## config.mk

```make
export PLATFORM = sky130hd
export DESIGN_NAME = blk_move_seq
export DESIGN_NICKNAME = d
export VERILOG_FILES = /design/src/rtl/blk_move_pkg.sv /design/src/rtl/blk_move_seq_wait_timer.sv /design/src/rtl/blk_move_seq.sv
export SDC_FILE = /design/constraint.sdc
export NUM_CORES = 1
export LEC_CHECK = 0
export ABC_AREA = 1
export BUFFER_PORTS_ARGS = -buffer_cell sky130_fd_sc_hd__buf_2
export CORE_ASPECT_RATIO = 0.6
export CORE_MARGIN = 2
export CORE_UTILIZATION = 42
export CTS_CLUSTER_SIZE = 30
export DETAILED_ROUTE_END_ITERATION = 10
export PLACE_DENSITY = 0.81
export SETUP_SLACK_MARGIN = 0.1
export SLEW_MARGIN = 30
export SYNTH_ARGS = -nofsm -noshare
export SYNTH_HDL_FRONTEND = slang
export SYNTH_HIERARCHICAL = 1
export SYNTH_SLANG_ARGS = --single-unit
export TNS_END_PERCENT = 1
```

## constraint.sdc

```tcl
create_clock -name clk -period 1.35 [get_ports clk]
set_input_delay 0.135 -clock clk [delete_from_list [all_inputs] [get_ports clk]]
set_output_delay 0.135 -clock clk [all_outputs]
set_load 0.01 [all_outputs]
```

## src/rtl/blk_move_pkg.sv

```systemverilog
// Shared types for the block-move sequencer: FSM state encoding and pointer direction codes.
package blk_move_pkg;

  typedef enum logic [2:0] {
    S_IDLE  = 3'd0,
    S_READ  = 3'd1,
    S_WRITE = 3'd2,
    S_STEP  = 3'd3,
    S_DONE  = 3'd4
  } state_e;

  localparam logic DIR_UP   = 1'b0;
  localparam logic DIR_DOWN = 1'b1;

endpackage

```

## src/rtl/blk_move_seq_wait_timer.sv

```systemverilog
// Loadable down-counter that flags when a memory access has waited LIMIT consecutive cycles.
module wait_timer #(
  parameter int LIMIT = 4
) (
  input  logic clk,
  input  logic rst,
  input  logic load,
  input  logic en,
  output logic expired
);

  localparam int CW = (LIMIT > 1) ? $clog2(LIMIT) : 1;

  logic [CW-1:0] cnt_q, cnt_d;

  // Loaded with LIMIT-1 on entry, so the LIMIT-th waiting cycle sees zero.
  always_comb begin
    cnt_d = cnt_q;
    if (load) begin
      cnt_d = CW'(LIMIT - 1);
    end else if (en && (cnt_q != '0)) begin
      cnt_d = cnt_q - CW'(1);
    end
  end

  always_ff @(posedge clk) begin
    if (rst) begin
      cnt_q <= '0;
    end else begin
      cnt_q <= cnt_d;
    end
  end

  assign expired = (cnt_q == '0);

endmodule

```

## src/rtl/blk_move_seq.sv

```systemverilog
// Block-move sequencer: copies count words using the A/B registers as source/destination pointers.
// Defining BLKMOV_FILL_EN adds a fill mode that writes a constant to B without reading.
module blk_move_seq
  import blk_move_pkg::*;
#(
  parameter int DATA_W     = 16,
  parameter int ADDR_W     = 16,
  parameter int CNT_W      = 16,
  parameter int WAIT_LIMIT = 0
) (
  input  logic              clk,
  input  logic              rst,
  input  logic              start,
  input  logic              dir,
  input  logic [CNT_W-1:0]  count,
  input  logic [ADDR_W-1:0] src_ptr,
  input  logic [ADDR_W-1:0] dst_ptr,
  output logic              a_inc,
  output logic              a_dec,
  output logic              b_inc,
  output logic              b_dec,
  output logic [ADDR_W-1:0] mem_addr,
  output logic              mem_rd,
  output logic              mem_wr,
  output logic [DATA_W-1:0] mem_wdata,
  input  logic [DATA_W-1:0] mem_rdata,
  input  logic              mem_ready,
  output logic              busy,
  output logic              done,
  output logic              err
`ifdef BLKMOV_FILL_EN
  ,
  input  logic              fill,
  input  logic [DATA_W-1:0] fill_val
`endif
);

  state_e            state_q, state_d, access_d;
  logic              dir_q, dir_d;
  logic [CNT_W-1:0]  rem_q, rem_d;
  logic [DATA_W-1:0] data_q, data_d;
  logic              err_q, err_d, done_q, done_d, busy_q, busy_d;
  logic              rd_q, rd_d, wr_q, wr_d;
  logic              a_inc_q, a_inc_d, a_dec_q, a_dec_d;
  logic              b_inc_q, b_inc_d, b_dec_q, b_dec_d;
  logic              copy_d, step_d, tmr_expired;
`ifdef BLKMOV_FILL_EN
  logic              fill_q, fill_d;
`endif

  always_comb begin
    state_d = state_q;
    dir_d   = dir_q;
    rem_d   = rem_q;
    data_d  = data_q;
    err_d   = err_q;
`ifdef BLKMOV_FILL_EN
    fill_d = fill_q;
    if ((state_q == S_IDLE) && start) fill_d = fill;
    copy_d = !fill_d;
`else
    copy_d = 1'b1;
`endif
    // Fill mode never reads, so each word starts at the write.
    access_d = copy_d ? S_READ : S_WRITE;
    case (state_q)
      S_IDLE: begin
        if (start) begin
          dir_d = dir;
          rem_d = count;
          err_d = 1'b0;
`ifdef BLKMOV_FILL_EN
          if (fill) data_d = fill_val;
`endif
          state_d = (count == '0) ? S_DONE : access_d;
        end
      end
      S_READ: begin
        if (mem_ready) begin
          data_d  = mem_rdata;
          state_d = S_WRITE;
        end else if (tmr_expired) begin
          err_d   = 1'b1;
          state_d = S_DONE;
        end
      end
      S_WRITE: begin
        if (mem_ready) begin
          state_d = S_STEP;
        end else if (tmr_expired) begin
          err_d   = 1'b1;
          state_d = S_DONE;
        end
      end
      S_STEP: begin
        rem_d   = rem_q - CNT_W'(1);
        state_d = (rem_q == CNT_W'(1)) ? S_DONE : access_d;
      end
      S_DONE:  state_d = S_IDLE;
      default: state_d = S_IDLE;
    endcase

    // Outputs are registered from the next state so they line up with it.
    step_d  = (state_d == S_STEP);
    busy_d  = (state_d != S_IDLE);
    done_d  = (state_d == S_DONE);
    rd_d    = (state_d == S_READ);
    wr_d    = (state_d == S_WRITE);
    a_inc_d = step_d && copy_d && (dir_d == DIR_UP);
    a_dec_d = step_d && copy_d && (dir_d == DIR_DOWN);
    b_inc_d = step_d && (dir_d == DIR_UP);
    b_dec_d = step_d && (dir_d == DIR_DOWN);
  end

  always_ff @(posedge clk) begin
    if (rst) begin
      state_q <= S_IDLE;
      dir_q   <= DIR_UP;
      rem_q   <= '0;
      data_q  <= '0;
      err_q   <= 1'b0;
      done_q  <= 1'b0;
      busy_q  <= 1'b0;
      rd_q    <= 1'b0;
      wr_q    <= 1'b0;
      a_inc_q <= 1'b0;
      a_dec_q <= 1'b0;
      b_inc_q <= 1'b0;
      b_dec_q <= 1'b0;
`ifdef BLKMOV_FILL_EN
      fill_q  <= 1'b0;
`endif
    end else begin
      state_q <= state_d;
      dir_q   <= dir_d;
      rem_q   <= rem_d;
      data_q  <= data_d;
      err_q   <= err_d;
      done_q  <= done_d;
      busy_q  <= busy_d;
      rd_q    <= rd_d;
      wr_q    <= wr_d;
      a_inc_q <= a_inc_d;
      a_dec_q <= a_dec_d;
      b_inc_q <= b_inc_d;
      b_dec_q <= b_dec_d;
`ifdef BLKMOV_FILL_EN
      fill_q  <= fill_d;
`endif
    end
  end

  generate
    if (WAIT_LIMIT > 0) begin : g_timer
      wait_timer #(.LIMIT(WAIT_LIMIT)) u_wait_timer (
        .clk     (clk),
        .rst     (rst),
        .load    (state_d != state_q),
        .en      ((state_q == S_READ) || (state_q == S_WRITE)),
        .expired (tmr_expired)
      );
    end else begin : g_no_timer
      assign tmr_expired = 1'b0;
    end
  endgenerate

  // Address follows the live register values, so a READ after STEP sees the updated pointer.
  assign mem_addr  = (state_q == S_READ)  ? src_ptr :
                     (state_q == S_WRITE) ? dst_ptr : '0;
  assign mem_wdata = data_q;
  assign mem_rd    = rd_q;
  assign mem_wr    = wr_q;
  assign busy      = busy_q;
  assign done      = done_q;
  assign err       = err_q;
  assign a_inc     = a_inc_q;
  assign a_dec     = a_dec_q;
  assign b_inc     = b_inc_q;
  assign b_dec     = b_dec_q;

endmodule

```

# Yosys cells after proc, flatten, opt, wreduce, memory -nomap -nowiden
# Index checks and enable logic that the tools add are counted.
# word_totals
ff_bits	42
latchBits	0
mem_bits_rw	0
mem_bits_ro	0
input_bits	69
word_cells	41
memories	0
# op_classes
n_addsub	1
multipliers	0
div_mod_pow	0
magnitude_cmp	0
n_eq_ne	9
shift	0
mux	12
n_bitwise	1
n_reduce_logical	8
# op_table
op	count
16-bit two-way mux	3
16-bit one-hot mux with 2 select lines	1
16-bit by 1-bit == test with 1-bit output (second input constant)	1
16-bit logical NOT	1
16-bit by 1-bit subtractor with 16-bit output (second input constant)	1
3-bit two-way mux	5
3-bit by 2-bit == test with 1-bit output (second input constant)	4
3-bit one-hot mux with 4 select lines	1
3-bit by 1-bit == test with 1-bit output (second input constant)	2
2-bit AND reduction	2
3-bit == test (second input constant)	1
3-bit logical NOT	1
3-bit nonzero test	1
1-bit logical AND	2
1-bit two-way mux	2
2-bit != test (second input constant)	1
2-bit nonzero test	1
1-bit inverter	1

# Longest topological paths before layout
# logic_depth
depth_word	6
depth_mapped	10

# Worst setup path after synthesis
# No wires, ideal clock.
# synth_timing
path_kind	register to register
startpoint	register rem_q[0]
endpoint	register rem_q[8]
setup_time_ns	0.128
arrival_time_ns	1.304
t_required_ns	1.222
slack_ns	-0.081
stages_incl_launch_ff	10
n_path_buf	0
synth_period_minus_slack_ns	1.431
path_cell_list	dfxtp_1 -> inv_1 -> ha_1 -> inv_1 -> nor2_1 -> nand3_1 -> o21ai_0 -> nand2_1 -> a21oi_1 -> nor2_1
# synth_via
elab_chain_len	2
# synth_rtl
item	line	text
start: declaration	blk_move_seq.sv:40	logic [CNT_W-1:0] rem_q, rem_d;
start signal: assignment	blk_move_seq.sv:136	rem_q <= rem_d;
16-bit by 1-bit subtractor with 16-bit output	blk_move_seq.sv:96	rem_d = rem_q - CNT_W'(1);
16-bit one-hot mux with 2 select lines	blk_move_seq.sv:66	case (state_q)
# Every way passes these cells.
# A chain may end at the register's enable or synchronous reset.

# Worst setup path in the final report
# layout_timing
startpoint	register state_q[0]
endpoint	output mem_addr[13]
# layout_via
elab_chain_len	3
word_cells_on_any_way	4
# layout_rtl
item	line	text
start: declaration	blk_move_seq.sv:38	state_e state_q, state_d, access_d;
start signal: assignment	blk_move_seq.sv:134	state_q <= state_d;
3-bit by 2-bit == test with 1-bit output	blk_move_seq.sv:169	(state_q == S_WRITE) ? dst_ptr : '0;
16-bit two-way mux	blk_move_seq.sv:169	
16-bit two-way mux (*)	blk_move_seq.sv:168	assign mem_addr = (state_q == S_READ) ? src_ptr :
end: declaration	blk_move_seq.sv:22	output logic [ADDR_W-1:0] mem_addr,
# Mark *: on every way between the ends. The rest lies on a longest branch, timed or not.

==> results.txt <==
The first detailed-routing pass took 5 iterations. Along the worst hold path, the cell count comes to 3. The tools report the clock latency of the later-clocked register in the worst-skew pair as 0.30 ns. 110 I/O pins were placed. The post-route fraction of the period consumed by the critical path is 1.20.

The logs give 0 for the final hold violation count and 2 for the count of H-tree levels built during CTS. TritonCTS built the clock tree. By area the synthesized netlist is led by dfxtp_1 36%, nand2_1 12%, nand3_1 7.5%.

The Yosys step of the flow raised 6 warnings. Relative to the synthesized area, the layout overhead comes to 45.9%. In this run the power density over the cells is 1000 nW/µm². The peak supply drop is 0.000554 V. For the maximum number of pins on one net before global-route repair, the log shows 36. Of all cell types, the one taking the most synthesized area is dfxtp_1.

The flow ran to the end, but the final reports show violations. OpenSTA, run right after detailed placement, puts the worst setup slack at -0.131 ns. The run gives -0.265 ns as the worst path setup slack after routing. Summed over all cells, the static leakage comes to 1.68 nW.

The finished cells cover 3420 µm². The core region area is 5470 µm². Leaving out fill and tap cells, the most frequent cell in the layout is buf_2.

The final antenna-violating net count was 0. Setup repair after global routing could not meet its margin everywhere. Data arrives at the worst endpoint at 1.48 ns. In this run, synthesis inferred 0 flip-flops with an integrated enable.

Fill cells in the final layout number 474. The maximum fanout count along the critical path is 7. The die covers 6210 µm².

The count of nets after finishing came out at 544. The final reports fail on negative setup slack. The worst setup path is captured at an output pin.

The final route contains 2858 vias. The worst hold path belongs to the class primary input to register. The floorplan has 21 rows.

The net count of the mapped netlist is 407. The tools report the final setup skew as 0.00771 ns. The final weighted congestion in routability-driven placement was 0.956; the part of the Yosys area used for sequential elements was 0.359. A synthesized cell averages 6.97 µm².

The endpoint of the worst hold path is mem_wdata[9]. The proportion of register bits with asynchronous set or reset after synthesis was 0; the total congestion overflow after global routing was 0. The endpoint of the most critical register-to-register path was mem_wdata[10].

The clock passes through at most 2 buffers. In the layout the commonest cells are 107 x buf_2, 69 x nand2_1, 41 x nor2_1, 39 x dfxtp_1, 33 x nand3_1. For flop-to-flop paths, the worst setup slack is -0.16 ns. For this block, wires on met1 add up to 3520 µm. The post-detailed-route wirelength per cell works out to 15.0 µm.

The critical path in this run is classified as register to output pin. The startpoint identified for the worst register-to-register timing path is state_q[0]. Counting the buffers created by CTS gives 5. The run gives 0 as the DRC violation count after routing. Once placement completed, the tool counted placed cells totaling 521. Once layout is complete, the cells apart from fillers number 543. The cell count after synthesis was 336. After legalization and detailed placement, the total HPWL measured 5520 µm.

The total of buffers placed on input and output ports was 108. For the met3 wirelength from detailed routing, the log shows 754 µm. The number of cells on the worst reg-to-reg path is 10. The number of failing setup endpoints in the final timing report was 46; the area fraction of the dominant cell type after synthesis was 0.359. The detailed router finished its first iteration with 222 violations. The number of global-route vias before repair was 2357; the register bit total from synthesis was 42. The initial cell density of the core is 0.429. Total length of routed wires: 8130 µm. After clock tree synthesis, the clock-pin slew on the worst setup and hold paths is 0.09 ns. The clock net in this run drives a total of 42 sinks. The first global-routing pass estimated 11500 µm of wire. The placed instances occupy a cell area of 3080 µm². The detail-routed via count per cell is 5.26.

The proportion of layout cells with a drive suffix above 1 works out to 0.414. Signal routing reaches up to met4. The design draws 3.43 mW. The run gives 0.241 as the total global-route track usage.

Timing would allow up to 619 MHz. For the detailed-routed wire length on met2, the log shows 3700 µm. The tools report the category of the worst setup path launch point as a register. The run gives 0 as the count of antenna diodes in the layout. The cell sitting at the root of the clock tree is a clkbuf_8. The height of the die came out at 61.9 µm. The required time at the endpoint of the critical path was 1.22 ns; the time the worst path needs with I/O delays and setup was 1.62 ns. Across the run, the number of max-cap violations was 0. The post-synth design cell area is 2340 µm².

In this run the most critical hold path is launched from mem_rdata[9]. The floorplan die width was 100 µm; the number of distinct library cells after synthesis was 34. The most used flip-flop cell after synthesis is dfxtp_1. The logs give 0 for the initial antenna violation count and 0 for the final count of pins violating max slew.
[critical path, stage by stage (launching register included)]
cell     delay [ns]
dfxtp_2        0.37
inv_4          0.06
nor3_4         0.19
buf_6          0.15
buf_12         0.11
a22o_1         0.16
buf_2          0.15
[cell usage after synthesis (3+ instances only)]
master and instances:
a22o_1 16, nor2_2 4, buf_4 6, a21oi_1 33
inv_1 28, nand3_1 35, nand4_1 3, nand2_1 75
buf_6 4, nor2_1 43, inv_2 5, clkbuf_1 5
dfxtp_1 42, o21ai_0 8
[timing repair]
action,4_1_cts,5_1_grt
endpoints found under the setup margin,54,58
hold buffers,0,0
pin swaps,7,7
setup buffers,10,2
endpoints found under the hold margin,0,0
gates resized for setup,23,13
gates cloned,2,0
[state kept, by name (all words and copies together), names as in the netlist]
name       count
busy           1
rem_q         16
done           1
state_q        3
b_inc          1
mem_wdata     16
mem_wr         1
dir_q          1
b_dec          1
mem_rd         1
[cells by family (layout without fill, tap and decap cells)]
kind of cell	after synthesis	in the layout	synth area share
and+or+nand+nor	174	174	0.347
AOI/OAI and AO/OA	64	64	0.167
buffers and inverters	50	188	0.104
DFF	42	42	0.359
adders and majority gates	2	2	0.0107
xor gates and xnor gates	2	2	0.00748
other	1	1	0.00160
muxes	1	1	0.00427
[per-stage QoR]
step / setup TNS, ns / hold WS, ns / util
6_report: -6.51 / 0.0913 / 0.625
3_3_place_gp: -0.0486 / 0.405 / 0.563
4_1_cts: -3.37 / 0.0825 / 0.615
5_1_grt: -10.33 / 0.0835 / 0.625
2_1_floorplan: 0 / 0.290 / -
3_5_place_dp: -2.21 / 0.409 / 0.563
[layout make-up]
class                           count  area (µm²)  share of cell area
Multi-Input combinational cell    244        1350               0.394
Timing Repair Buffer              147         905               0.265
Sequential cell                    42         850               0.249
Inverter                           33         138              0.0403
Tap cell                           69        86.3              0.0253
Clock buffer                        5        68.8              0.0201
Clock inverter                      3        23.8             0.00695
[how the worst max path moves through the flow]
| stage | to | slack [ns] | from | depth (start not counted) |
|---|---|---|---|---|
| finish | mem_addr[13] | -0.27 | state_q[0] | 6 |
| global route | mem_addr[13] | -0.33 | state_q[0] | 6 |
| global placement | rem_q[12] | -0.03 | rem_q[0] | 10 |
| detailed placement | mem_addr[2] | -0.13 | state_q[1] | 4 |
| floorplan | rem_q[12] | 0.09 | rem_q[0] | 10 |
| CTS | mem_addr[2] | -0.20 | state_q[0] | 6 |
[per-layer routing]
layer / track usage / up-vias
met4: 0.0802 / 0
li1: - / 1385
met1: 0.354 / 1289
met5: 0 / -
met3: 0.0548 / 17
met2: 0.351 / 167
[power breakdown]
group	internal (mW)	switching [mW]
clock network	0.370	0.482
logic	0.537	0.653
registers	1.32	0.0668
No activity file was read; power rests on OpenSTA's default activity.
